**config.mk**
```make
export PLATFORM = sky130hd
export DESIGN_NAME = adder_multiword_seq
export DESIGN_NICKNAME = d
export VERILOG_FILES = /design/src/rtl/adder_multiword_seq_pkg.sv /design/src/rtl/adder_parallel_4_bit.sv /design/src/rtl/adder_multiword_seq.sv
export SDC_FILE = /design/constraint.sdc
export NUM_CORES = 1
export LEC_CHECK = 0
export ABC_AREA = 1
export CORE_MARGIN = 1
export CORE_UTILIZATION = 51
export DETAILED_ROUTE_END_ITERATION = 16
export PLACE_DENSITY = 0.87
export SLEW_MARGIN = 20
export SYNTH_ARGS = -nofsm -noshare
export SYNTH_HDL_FRONTEND = slang
export SYNTH_SLANG_ARGS = --single-unit
```
**constraint.sdc**
```tcl
create_clock -name clk -period 4.1 [get_ports clk]
set_clock_uncertainty 0.05 [all_clocks]
set_input_delay 0.41 -clock clk [delete_from_list [all_inputs] [get_ports clk]]
set_output_delay 0.41 -clock clk [all_outputs]
set_load 0.005 [all_outputs]
```
**src/rtl/adder_multiword_seq_pkg.sv**
```systemverilog
// adder_multiword_seq_pkg: state encoding and nibble width shared by the multiword adder sequencer
package adder_multiword_seq_pkg;
  localparam int NIB_W = 4;
  typedef enum logic [1:0] {
    IDLE = 2'd0,
    RUN  = 2'd1,
    DONE = 2'd2
  } state_t;
endpackage

```
**src/rtl/adder_parallel_4_bit.sv**
```systemverilog
// adder_parallel_4_bit: 4-bit ripple adder exposing the carry out of every bit position
module adder_parallel_4_bit (
  input  logic [3:0] a,
  input  logic [3:0] b,
  input  logic       incarry,
  output logic [3:0] sum,
  output logic [3:0] outcarry
);
  logic c;
  always_comb begin
    sum = '0;
    outcarry = '0;
    c = incarry;
    for (int i = 0; i < 4; i++) begin
      sum[i] = a[i] ^ b[i] ^ c;
      c = (a[i] & b[i]) | (c & (a[i] ^ b[i]));
      outcarry[i] = c;
    end
  end
endmodule

```
**src/rtl/adder_multiword_seq.sv**
```systemverilog
// adder_multiword_seq: WIDTH-bit add/subtract time-multiplexed over one 4-bit adder, LSB nibble first
module adder_multiword_seq
  import adder_multiword_seq_pkg::*;
#(
  parameter int WIDTH = 16
) (
  input  logic             clk,
  input  logic             reset,
  input  logic             start,
  input  logic             sub,
  input  logic [WIDTH-1:0] num1,
  input  logic [WIDTH-1:0] num2,
  input  logic             incarry,
  output logic             busy,
  output logic             done,
  output logic [WIDTH-1:0] sum,
  output logic             outcarry,
  output logic             overflow
);
  localparam int NIBBLES = WIDTH / NIB_W;
  localparam int IW = NIBBLES > 1 ? $clog2(NIBBLES) : 1;
  state_t state, state_n;
  logic [WIDTH-1:0] a_q, b_q;
  logic c_q;
  logic [IW-1:0] idx;
  logic [NIB_W-1:0] nib_sum, nib_c;
  logic last, accept;
  assign busy = state == RUN;
  assign done = state == DONE;
  assign last = idx == IW'(NIBBLES - 1);
  // DONE accepts a start exactly like IDLE, giving back-to-back operations
  assign accept = start && !busy;
  adder_parallel_4_bit u_add (
    .a        (a_q[idx*NIB_W +: NIB_W]),
    .b        (b_q[idx*NIB_W +: NIB_W]),
    .incarry  (c_q),
    .sum      (nib_sum),
    .outcarry (nib_c)
  );
  always_comb begin
    state_n = state;
    state_n = busy ? (last ? DONE : RUN) : (accept ? RUN : IDLE);
  end
  always_ff @(posedge clk) begin
    if (reset) begin
      state    <= IDLE;
      a_q      <= '0;
      b_q      <= '0;
      c_q      <= 1'b0;
      idx      <= '0;
      sum      <= '0;
      outcarry <= 1'b0;
      overflow <= 1'b0;
    end else begin
      state <= state_n;
      if (accept) begin
        a_q <= num1;
        b_q <= sub ? ~num2 : num2;
        c_q <= sub | incarry;
        idx <= '0;
      end else if (busy) begin
        sum[idx*NIB_W +: NIB_W] <= nib_sum;
        c_q <= nib_c[3];
        idx <= idx + 1'b1;
        if (last) begin
          outcarry <= nib_c[3];
          overflow <= nib_c[2] ^ nib_c[3];
        end
      end
    end
  end
endmodule

```
==> results of run 1 <==
-- state kept, by name (all words and copies together), names as in the netlist --
name      cells
outcarry      1
state         2
overflow      1
sum          16
c_q           1
b_q          16
a_q          16
idx           2
-- worst paths after layout --
check | from | to | slack, ns | cells after the start
hold reg to reg | sum[13] | sum[13] | 0.42 | 2
hold / removal | sum[13] | sum[13] | 0.42 | 2
setup / recovery | idx[0] | sum[7] | 0.81 | 16
setup reg to reg | idx[0] | sum[7] | 0.81 | 16
-- cell type report --
cell class / instances / area share
clock inverter: 1 / 0.00898
sequential: 55 / 0.329
clock buffer: 6 / 0.0217
tap: 70 / 0.0262
inverter: 33 / 0.0378
timing repair buffer: 58 / 0.172
multi-input combinational: 271 / 0.404
-- power by group --
group          total (mW)  switching [mW]  leakage (nW)  internal (mW)
clock               0.343           0.164        0.0513          0.179
sequential          0.585          0.0180         0.452          0.567
combinational       0.210           0.112         0.927         0.0984
total                1.14           0.294          1.43          0.844
-- logic make-up (layout without fill, tap and decap cells) --
| family | count (synthesis) | count (layout) | share of synthesized area |
|---|---|---|---|
| compound gates | 66 | 66 | 0.124 |
| simple gates | 178 | 178 | 0.266 |
| buf+inv | 50 | 98 | 0.0867 |
| flops | 55 | 55 | 0.410 |
| fa+ha+maj | 10 | 10 | 0.0578 |
| xor+xnor | 17 | 17 | 0.0555 |
-- worst max-delay path, delay by kind of cell, from the launching register on --
| kind | cells | cell delay (ns) |
|---|---|---|
| compound gates | 2 | 0.37 |
| fa+ha+maj | 4 | 1.44 |
| flops | 1 | 0.31 |
| simple gates | 5 | 0.32 |
| buf+inv | 5 | 0.69 |
-- Yosys cell counts --
cell,n,share of area
sky130_fd_sc_hd__dfxtp_1,55,0.41
sky130_fd_sc_hd__clkinv_1,1,0.0014
sky130_fd_sc_hd__nand2_2,2,0.0047
sky130_fd_sc_hd__buf_1,1,0.0014
sky130_fd_sc_hd__nand2_4,2,0.0084
sky130_fd_sc_hd__buf_4,3,0.0084
sky130_fd_sc_hd__inv_1,29,0.041
sky130_fd_sc_hd__inv_4,1,0.0023
sky130_fd_sc_hd__clkbuf_2,1,0.0019
sky130_fd_sc_hd__nor3_1,3,0.0056
sky130_fd_sc_hd__fa_1,4,0.030
sky130_fd_sc_hd__o21ai_0,46,0.086
sky130_fd_sc_hd__a21oi_1,17,0.032
sky130_fd_sc_hd__ha_1,6,0.028
sky130_fd_sc_hd__nand2_1,68,0.095
sky130_fd_sc_hd__nor2_1,88,0.12
sky130_fd_sc_hd__nand3_1,13,0.024
sky130_fd_sc_hd__xor2_1,6,0.020
sky130_fd_sc_hd__xnor2_1,11,0.036
sky130_fd_sc_hd__o22ai_1,3,0.0070
sky130_fd_sc_hd__buf_2,6,0.011
sky130_fd_sc_hd__buf_6,3,0.013
sky130_fd_sc_hd__nor2_2,2,0.0047
sky130_fd_sc_hd__inv_2,2,0.0028
sky130_fd_sc_hd__clkbuf_1,3,0.0042
-- metal layers --
layer	GRT usage	wire length, µm	up-vias
li1	-	-	1274
met1	0.234	2390	1075
met2	0.394	2790	60
met3	0.0447	241	7
met4	0.0797	72	0
met5	0	0	-
==> results.md, run 1 <==
- CP max-delay cell: sky130_fd_sc_hd__fa_1
- Antenna cells: 0
- Initial antenna violation count: 0
- DR DRC count: 0
- Yosys synthesis warning count: 0
- Critical path required time: 4.25 ns
- Overall overflow remaining after global route: 0
- Worst voltage drop across the vdd grid: 0.166 mV
- Max FO, Critical Path: 28
- Max-cap violations: 0
- Summed instance area of the synthesized netlist: 0.00269 mm²
- Total global-route track usage: 0.212
- Depth of the CTS H-tree: 2
- Final WL: 5490 µm
- Total leakage power: 1.43 nW
- Per-cell via count in the routed design: 4.89
- Post-layout power: 1.14 mW
- Layout cells sized above 1: 0.0401
- Slew @ Worst Pin: 1.02 ns
- Sequential fraction of the synthesis area: 0.410
- Post-route clock period utilization: 0.802
- Total of flip-flops plus latches after synthesis: 55
- Class of the most critical hold timing path: flop to flop
- Setup TNS: 0 ns
- Root cell of the clock tree: sky130_fd_sc_hd__clkbuf_8
- Worst Setup Slack, final: 0.810 ns
- Final max-slew violation count: 0
- Syn Nets: 423
- TritonCTS clock tree: done
- Worst Path Arrival: 3.44 ns
- Post-DRT Antenna Nets: 0
- Placed standard-cell area: 0.00324 mm²
- Element type at the critical path end: flop
- IO Port Bufs: 56
- Post-Route Hold Slack: 0.420 ns
- Final design area excluding fillers: 0.00334 mm²
- Core area: 0.00507 mm²
- Post-Layout Cell Count: 494
- Mean Syn Cell Area: 7.14 µm²
- Die Footprint: 0.00556 mm²
- Unique cell type count in the Yosys netlist: 25
- DP HPWL: 4090 µm
- Post-CTS Setup Bufs: 0
- Commonest non-fill, non-tap cell in the layout: sky130_fd_sc_hd__nor2_1
- Pwr per Cell Area: 340 mW/mm²
- Hold Vio Cnt, Final: 0
- Register cell area after layout: 0.00110 mm²
- Clock sink count: 55
- Final RePlAce weighted congestion: 0.846
- Relative slew margins: 0.313
- DRT iter0 DRCs: 128
- Via count of the first global-routing pass: 2143
- Final-report setup violation count: 0
- # IOs: 57
- Number of buffers created by CTS: 5
- Unrepaired setup endpoints after global routing: false
- Detailed-routing iteration count for the pre-antenna-repair pass: 4
- Kind of start point of the critical path: flop
- DR vias: 2416
- Fmax: 0.304 GHz
- Routed length per placed instance: 11.1 µm
- Final core occ: 0.659
- Die boundary height: 74.6 µm
- Site row count: 26
- Wire length of the first global-routing pass: 9010 µm
- CTS clock-pin slew for the worst setup and hold paths: 0.09 ns
- Hold bufs inserted after CTS: 0
- Total area of multi-input combinational cells: 0.00135 mm²
- Horizontal die dimension: 74.6 µm
- Commonest cells after routing, fill and taps aside: sky130_fd_sc_hd__nor2_1 (88), sky130_fd_sc_hd__nand2_1 (68), sky130_fd_sc_hd__clkdlybuf4s50_1 (56)
- Cell count after synthesis: 376
- Largest stage delay, worst path: 0.43 ns
- Critical Path Most Common Cell: sky130_fd_sc_hd__fa_1
- Status: finished, final reports clean
- Cells resized by post-CTS repair: 0
- Cell total after placement: 487
- Largest net degree at the start of global routing: 43
- P&R area growth vs syn: 24.6%
- # fillers: 456
- Kind of critical path: flop to flop
- Number of nets in the layout: 471
- Fin crit period: 3.29 ns
- Maximum clock path buffer count: 2
- Initial standard-cell utilization of the core: 0.529
- Post-Place Worst Slack: 0.864 ns
- Cells traversed along the worst timing path: buf_4, inv_2, o21ai_0, o21ai_0, fa_1, inv_1, fa_1, fa_1, inv_1, fa_1, nand2_1, nor2_1, nand2_1, nand2_1, inv_1, nor2_1
- Clock Latency Late Sink: 0.31 ns
Note: power is estimated with default switching activity, not from simulation.
==> run 2: changes to the inputs <==
Settings changed: CORE_UTILIZATION 51 to 46, PLACE_DENSITY 0.87 to 0.83.
Clock period 4.1 ns to 2.8 ns, I/O delays scaled along.
==> run 2 against run 1 <==
Via count grew 2.6%. Global-route usage shrank 0.97 points. Non-clock buffer count is 12 higher. Combinational power up 59%. Critical path depth did not move. Count of clock-buffer cells in the layout is 1 lower.
==> results.md, run 2 (same netlist as run 1, synthesis figures left out) <==
- Leading registers by flop count: a_q (16), b_q (16), sum (16)
- Sequential power share: 0.525
- Element type at the critical path end: flop
- Relative slew margins: 0.438
- Initial standard-cell utilization of the core: 0.482
- Cells traversed along the worst timing path: inv_8, a21oi_4, o21ai_2, o21ai_2, fa_2, inv_2, fa_2, fa_2, inv_2, fa_1, nand2_2, nor2_2, nand2_1, nand2_1, inv_1, nor2_1
- CTS clock-pin slew for the worst setup and hold paths: 0.10 ns
- Die boundary height: 78.4 µm
- Worst voltage drop across the vdd grid: 0.190 mV
- Post-Place Worst Slack: -0.0173 ns
- Hold Crit Depth: 2
- # fillers: 479
- Kind of start point of the critical path: flop
- Combinational fraction of design power: 0.204
- Largest net degree at the start of global routing: 37
- Largest stage delay, worst path: 0.43 ns
- Detailed-routing iteration count for the pre-antenna-repair pass: 4
- Die Footprint: 0.00615 mm²
- P&R area growth vs syn: 30.4%
- Class of the most critical hold timing path: flop to flop
- Kind of critical path: flop to flop
- Maximum clock path buffer count: 2
- Initial antenna violation count: 0
- Total leakage power: 1.49 nW
- Number of buffers created by CTS: 5
- Via count of the first global-routing pass: 2358
- Antenna cells: 0
- # IOs: 57
- Post-layout power: 1.63 mW
- Clock Latency Late Sink: 0.31 ns
- Critical Path Most Common Cell: sky130_fd_sc_hd__fa_2
- Worst r2r path cells: 16
- Cell internal pwr: 1.17 mW
- Placed standard-cell area: 0.00332 mm²
- Final max-slew violation count: 0
- DR DRC count: 0
- Post-Route Hold Slack: 0.421 ns
- Commonest cells after routing, fill and taps aside: sky130_fd_sc_hd__nor2_1 (86), sky130_fd_sc_hd__nand2_1 (67), sky130_fd_sc_hd__clkdlybuf4s50_1 (56)
- Fmax: 0.362 GHz
- Layout cells sized above 1: 0.117
- Hold Vio Cnt, Final: 0
- Max FO, Critical Path: 8
- Clock sink count: 55
- TritonCTS clock tree: done
- Site row count: 27
- Pwr per Cell Area: 467 mW/mm²
- Switching fraction of total power: 0.285
- Unrepaired setup endpoints after global routing: true
- Wire length of the first global-routing pass: 9890 µm
- DRT iter0 DRCs: 169
- Critical path required time: 2.96 ns
- Final design area excluding fillers: 0.00350 mm²
- Final WL: 5770 µm
- Per-cell via count in the routed design: 4.87
- Final RePlAce weighted congestion: 0.851
- Overall overflow remaining after global route: 0
- Post-route clock period utilization: 0.986
- Routed length per placed instance: 11.3 µm
- Depth of the CTS H-tree: 2
- Core area: 0.00557 mm²
- Total area of multi-input combinational cells: 0.00141 mm²
- Root cell of the clock tree: sky130_fd_sc_hd__clkbuf_8
- Worst Path Arrival: 2.92 ns
- Fin crit period: 2.76 ns
- Clock power share: 0.270
- Power spent charging and discharging nets: 0.466 mW
- Final-report setup violation count: 0
- Max-cap violations: 0
- Horizontal die dimension: 78.4 µm
- CP max-delay cell: sky130_fd_sc_hd__fa_1
- Post-DRT Antenna Nets: 0
- Status: finished, final reports clean
- Setup TNS: 0 ns
- Register cell area after layout: 0.00111 mm²
- IO Port Bufs: 56
- Worst Setup Slack, final: 0.0396 ns
- Slew @ Worst Pin: 0.840 ns
- Commonest non-fill, non-tap cell in the layout: sky130_fd_sc_hd__nor2_1
- DR vias: 2478
- Total global-route track usage: 0.202
- Number of nets in the layout: 483
- Setup slack, reg-to-reg: 0.04 ns
- DP HPWL: 4290 µm
## run 2: worst max-delay path, delay by kind of cell (launching register included)
kind	cells	cell delay, ns
adder cells (fa/ha/maj)	4	1.38
flip-flops	1	0.42
AO/OA/AOI/OAI	3	0.30
AND/OR/NAND/NOR	5	0.28
buffers and inverters	4	0.23
## run 2: path summary, 6_finish.rpt
kind / to / start
worst max-delay path: sum[7] / idx[0]
worst min-delay path: sum[12] / sum[12]
worst max register to register: sum[7] / idx[0]
worst min register to register: sum[12] / sum[12]
## run 2: layout make-up
| class | count | share of cell area |
|---|---|---|
| Multi-Input combinational cell | 271 | 0.402 |
| Sequential cell | 55 | 0.317 |
| Timing Repair Buffer | 70 | 0.190 |
| Inverter | 33 | 0.0390 |
| Tap cell | 72 | 0.0257 |
| Clock buffer | 5 | 0.0197 |
| Clock inverter | 3 | 0.00679 |
## run 2: power groups by stage
stage	clock [mW]	combinational (mW)	sequential (mW)
CTS	0.451	0.322	0.857
detailed placement	0	0.318	0.877
floorplan	0	0.214	0.868
global route	0.488	0.376	0.864
global placement	0	0.310	0.876
finish	0.442	0.334	0.859
## run 2: metrics by stage
step | util | std cells
finish | 0.628 | 509
global route | 0.628 | 509
CTS | 0.616 | 506
detailed placement | 0.596 | 496
global placement | 0.596 | 496
floorplan | - | 376
## run 2: repair_timing
item                                    4_1_cts  5_1_grt
gates resized for setup                       2       16
endpoints found under the setup margin        4        4
pin swaps                                     1        8
hold buffers                                  0        0
setup buffers                                 2        3
## run 2: per-layer routing
layer	GRT usage	wire length (µm)	vias to the layer above
met1	0.230	2590	1103
met4	0.0685	71	0
li1	-	-	1291
met5	0	0	-
met3	0.0442	269	11
met2	0.369	2840	73
==> run 3: changes to the inputs <==
Settings changed: SETUP_SLACK_MARGIN set to 0.2.
==> run 3 against run 2 <==
Core utilization increased by 0.67 points. Sequential power hardly changed. Clock power shrank 9.3%. Largest power group unchanged. Final area up 1.1%. Sequential cell count unchanged. Largest cell class unchanged. Non-clock buffer count is 4 higher. Final cell count is 0.39% higher. Die area is the same.
==> results.md, run 3 (same netlist as run 1, synthesis figures left out) <==
- Per-cell via count in the routed design: 4.92
- Unrepaired setup endpoints after global routing: true
- Post-DRT Antenna Nets: 0
- Wire length of the first global-routing pass: 10500 µm
- DR vias: 2516
- Horizontal die dimension: 78.4 µm
- Final RePlAce weighted congestion: 0.880
- Critical Path Most Common Cell: sky130_fd_sc_hd__fa_2
- Pwr per Cell Area: 454 mW/mm²
- Commonest cells after routing, fill and taps aside: sky130_fd_sc_hd__nor2_1 (86), sky130_fd_sc_hd__nand2_1 (67), sky130_fd_sc_hd__clkdlybuf4s50_1 (56)
- Max-cap violations: 0
- P&R area growth vs syn: 31.8%
- Status: finished, final reports clean
- Depth of the CTS H-tree: 2
- Worst Setup Slack, final: 0.0921 ns
- Kind of critical path: flop to flop
- Routed length per placed instance: 11.9 µm
- Leading registers by flop count: a_q (16), b_q (16), sum (16)
- Slew @ Worst Pin: 0.850 ns
- Initial antenna violation count: 0
- Die Footprint: 0.00615 mm²
- Overall overflow remaining after global route: 0
- Layout cells sized above 1: 0.123
- Worst voltage drop across the vdd grid: 0.184 mV
- Clock Latency Late Sink: 0.31 ns
- Total global-route track usage: 0.216
- IO Port Bufs: 56
- Site row count: 27
- Post-Place Worst Slack: -0.0567 ns
- CP max-delay cell: sky130_fd_sc_hd__fa_2
- Die boundary height: 78.4 µm
- Detailed-routing iteration count for the pre-antenna-repair pass: 4
- Post-route clock period utilization: 0.967
- Total leakage power: 1.51 nW
- Class of the most critical hold timing path: flop to flop
- Final max-slew violation count: 0
- Hold Vio Cnt, Final: 0
- Commonest non-fill, non-tap cell in the layout: sky130_fd_sc_hd__nor2_1
- CTS clock-pin slew for the worst setup and hold paths: 0.09 ns
- Kind of start point of the critical path: flop
- Relative slew margins: 0.432
- Cells traversed along the worst timing path: clkinv_4, a21oi_2, o21ai_1, o21ai_2, fa_2, inv_2, fa_2, fa_2, inv_2, fa_2, nand2_2, nor2_2, nand2_1, nand2_1, inv_1, nor2_1
- Final WL: 6080 µm
- TritonCTS clock tree: done
- Element type at the critical path end: flop
- Initial standard-cell utilization of the core: 0.482
- Via count of the first global-routing pass: 2368
- DR DRC count: 0
- Final-report setup violation count: 0
- Largest stage delay, worst path: 0.44 ns
- # IOs: 57
- DRT iter0 DRCs: 113
- Largest net degree at the start of global routing: 43
- DP HPWL: 4290 µm
- Critical path required time: 2.96 ns
- Number of nets in the layout: 487
- Worst Path Arrival: 2.86 ns
- Antenna cells: 0
- Core area: 0.00557 mm²
- Worst r2r path cells: 16
- Fin crit period: 2.71 ns
- Final core occ: 0.635
- Root cell of the clock tree: sky130_fd_sc_hd__clkbuf_8
- Max FO, Critical Path: 8
- Fmax: 0.369 GHz
- Hold Crit Depth: 2
- Maximum clock path buffer count: 2
- Number of buffers created by CTS: 5
- # fillers: 484
- Clock sink count: 55
run 3: layout make-up:
type	count	area, µm²	area share
Multi-Input combinational cell	271	1410	0.400
Tap cell	72	90.1	0.0255
Timing Repair Buffer	74	714	0.202
Sequential cell	55	1110	0.313
Inverter	33	139	0.0393
Clock buffer	6	72.6	0.0205
run 3: what timing repair did:
| item | CTS | global route |
|---|---|---|
| hold buffers | 0 | 0 |
| setup endpoints to repair | 7 | 7 |
| setup buffers | 6 | 3 |
| pin swaps | 8 | 3 |
| resized for setup | 16 | 9 |
| cloned | 0 | 0 |
run 3: worst max-delay path: cells and delay by family (launching register included):
kind                       cells  cell delay, ns
AOI/OAI and AO/OA              3            0.28
adders and majority gates      4            1.35
buffers and inverters          4            0.25
DFF                            1            0.40
and+or+nand+nor                5            0.28
run 3: routing by layer:
metal,GRT usage,share of wire,vias to the layer above
li1,-,-,1303
met1,0.251,0.44,1140
met2,0.377,0.50,60
met3,0.0523,0.041,13
met4,0.0889,0.021,0
met5,0,0,-
run 3: where the power goes:
part	switching [mW]	internal (mW)
logic	0.178	0.170
clock network	0.233	0.167
registers	0.0305	0.829
run 3: path summary, 6_finish.rpt:
check / from / endpoint / slack [ns]
max: idx[1] / sum[7] / 0.09
min: sum[12] / sum[12] / 0.42
max reg2reg: idx[1] / sum[7] / 0.09
min reg2reg: sum[12] / sum[12] / 0.42
run 3: per-stage QoR:
stage / hold slack, ns / area (µm²) / TNS, ns / total power [mW] / std cells
finish: 0.421 / 3540 / 0 / 1.61 / 511
global route: 0.460 / 3540 / -0.0284 / 1.69 / 511
global placement: 0.403 / 3330 / 0 / 1.19 / 496
floorplan: 0.376 / 2740 / 0 / 1.08 / 376
CTS: 0.422 / 3490 / 0 / 1.60 / 508
detailed placement: 0.408 / 3330 / -0.0584 / 1.20 / 496
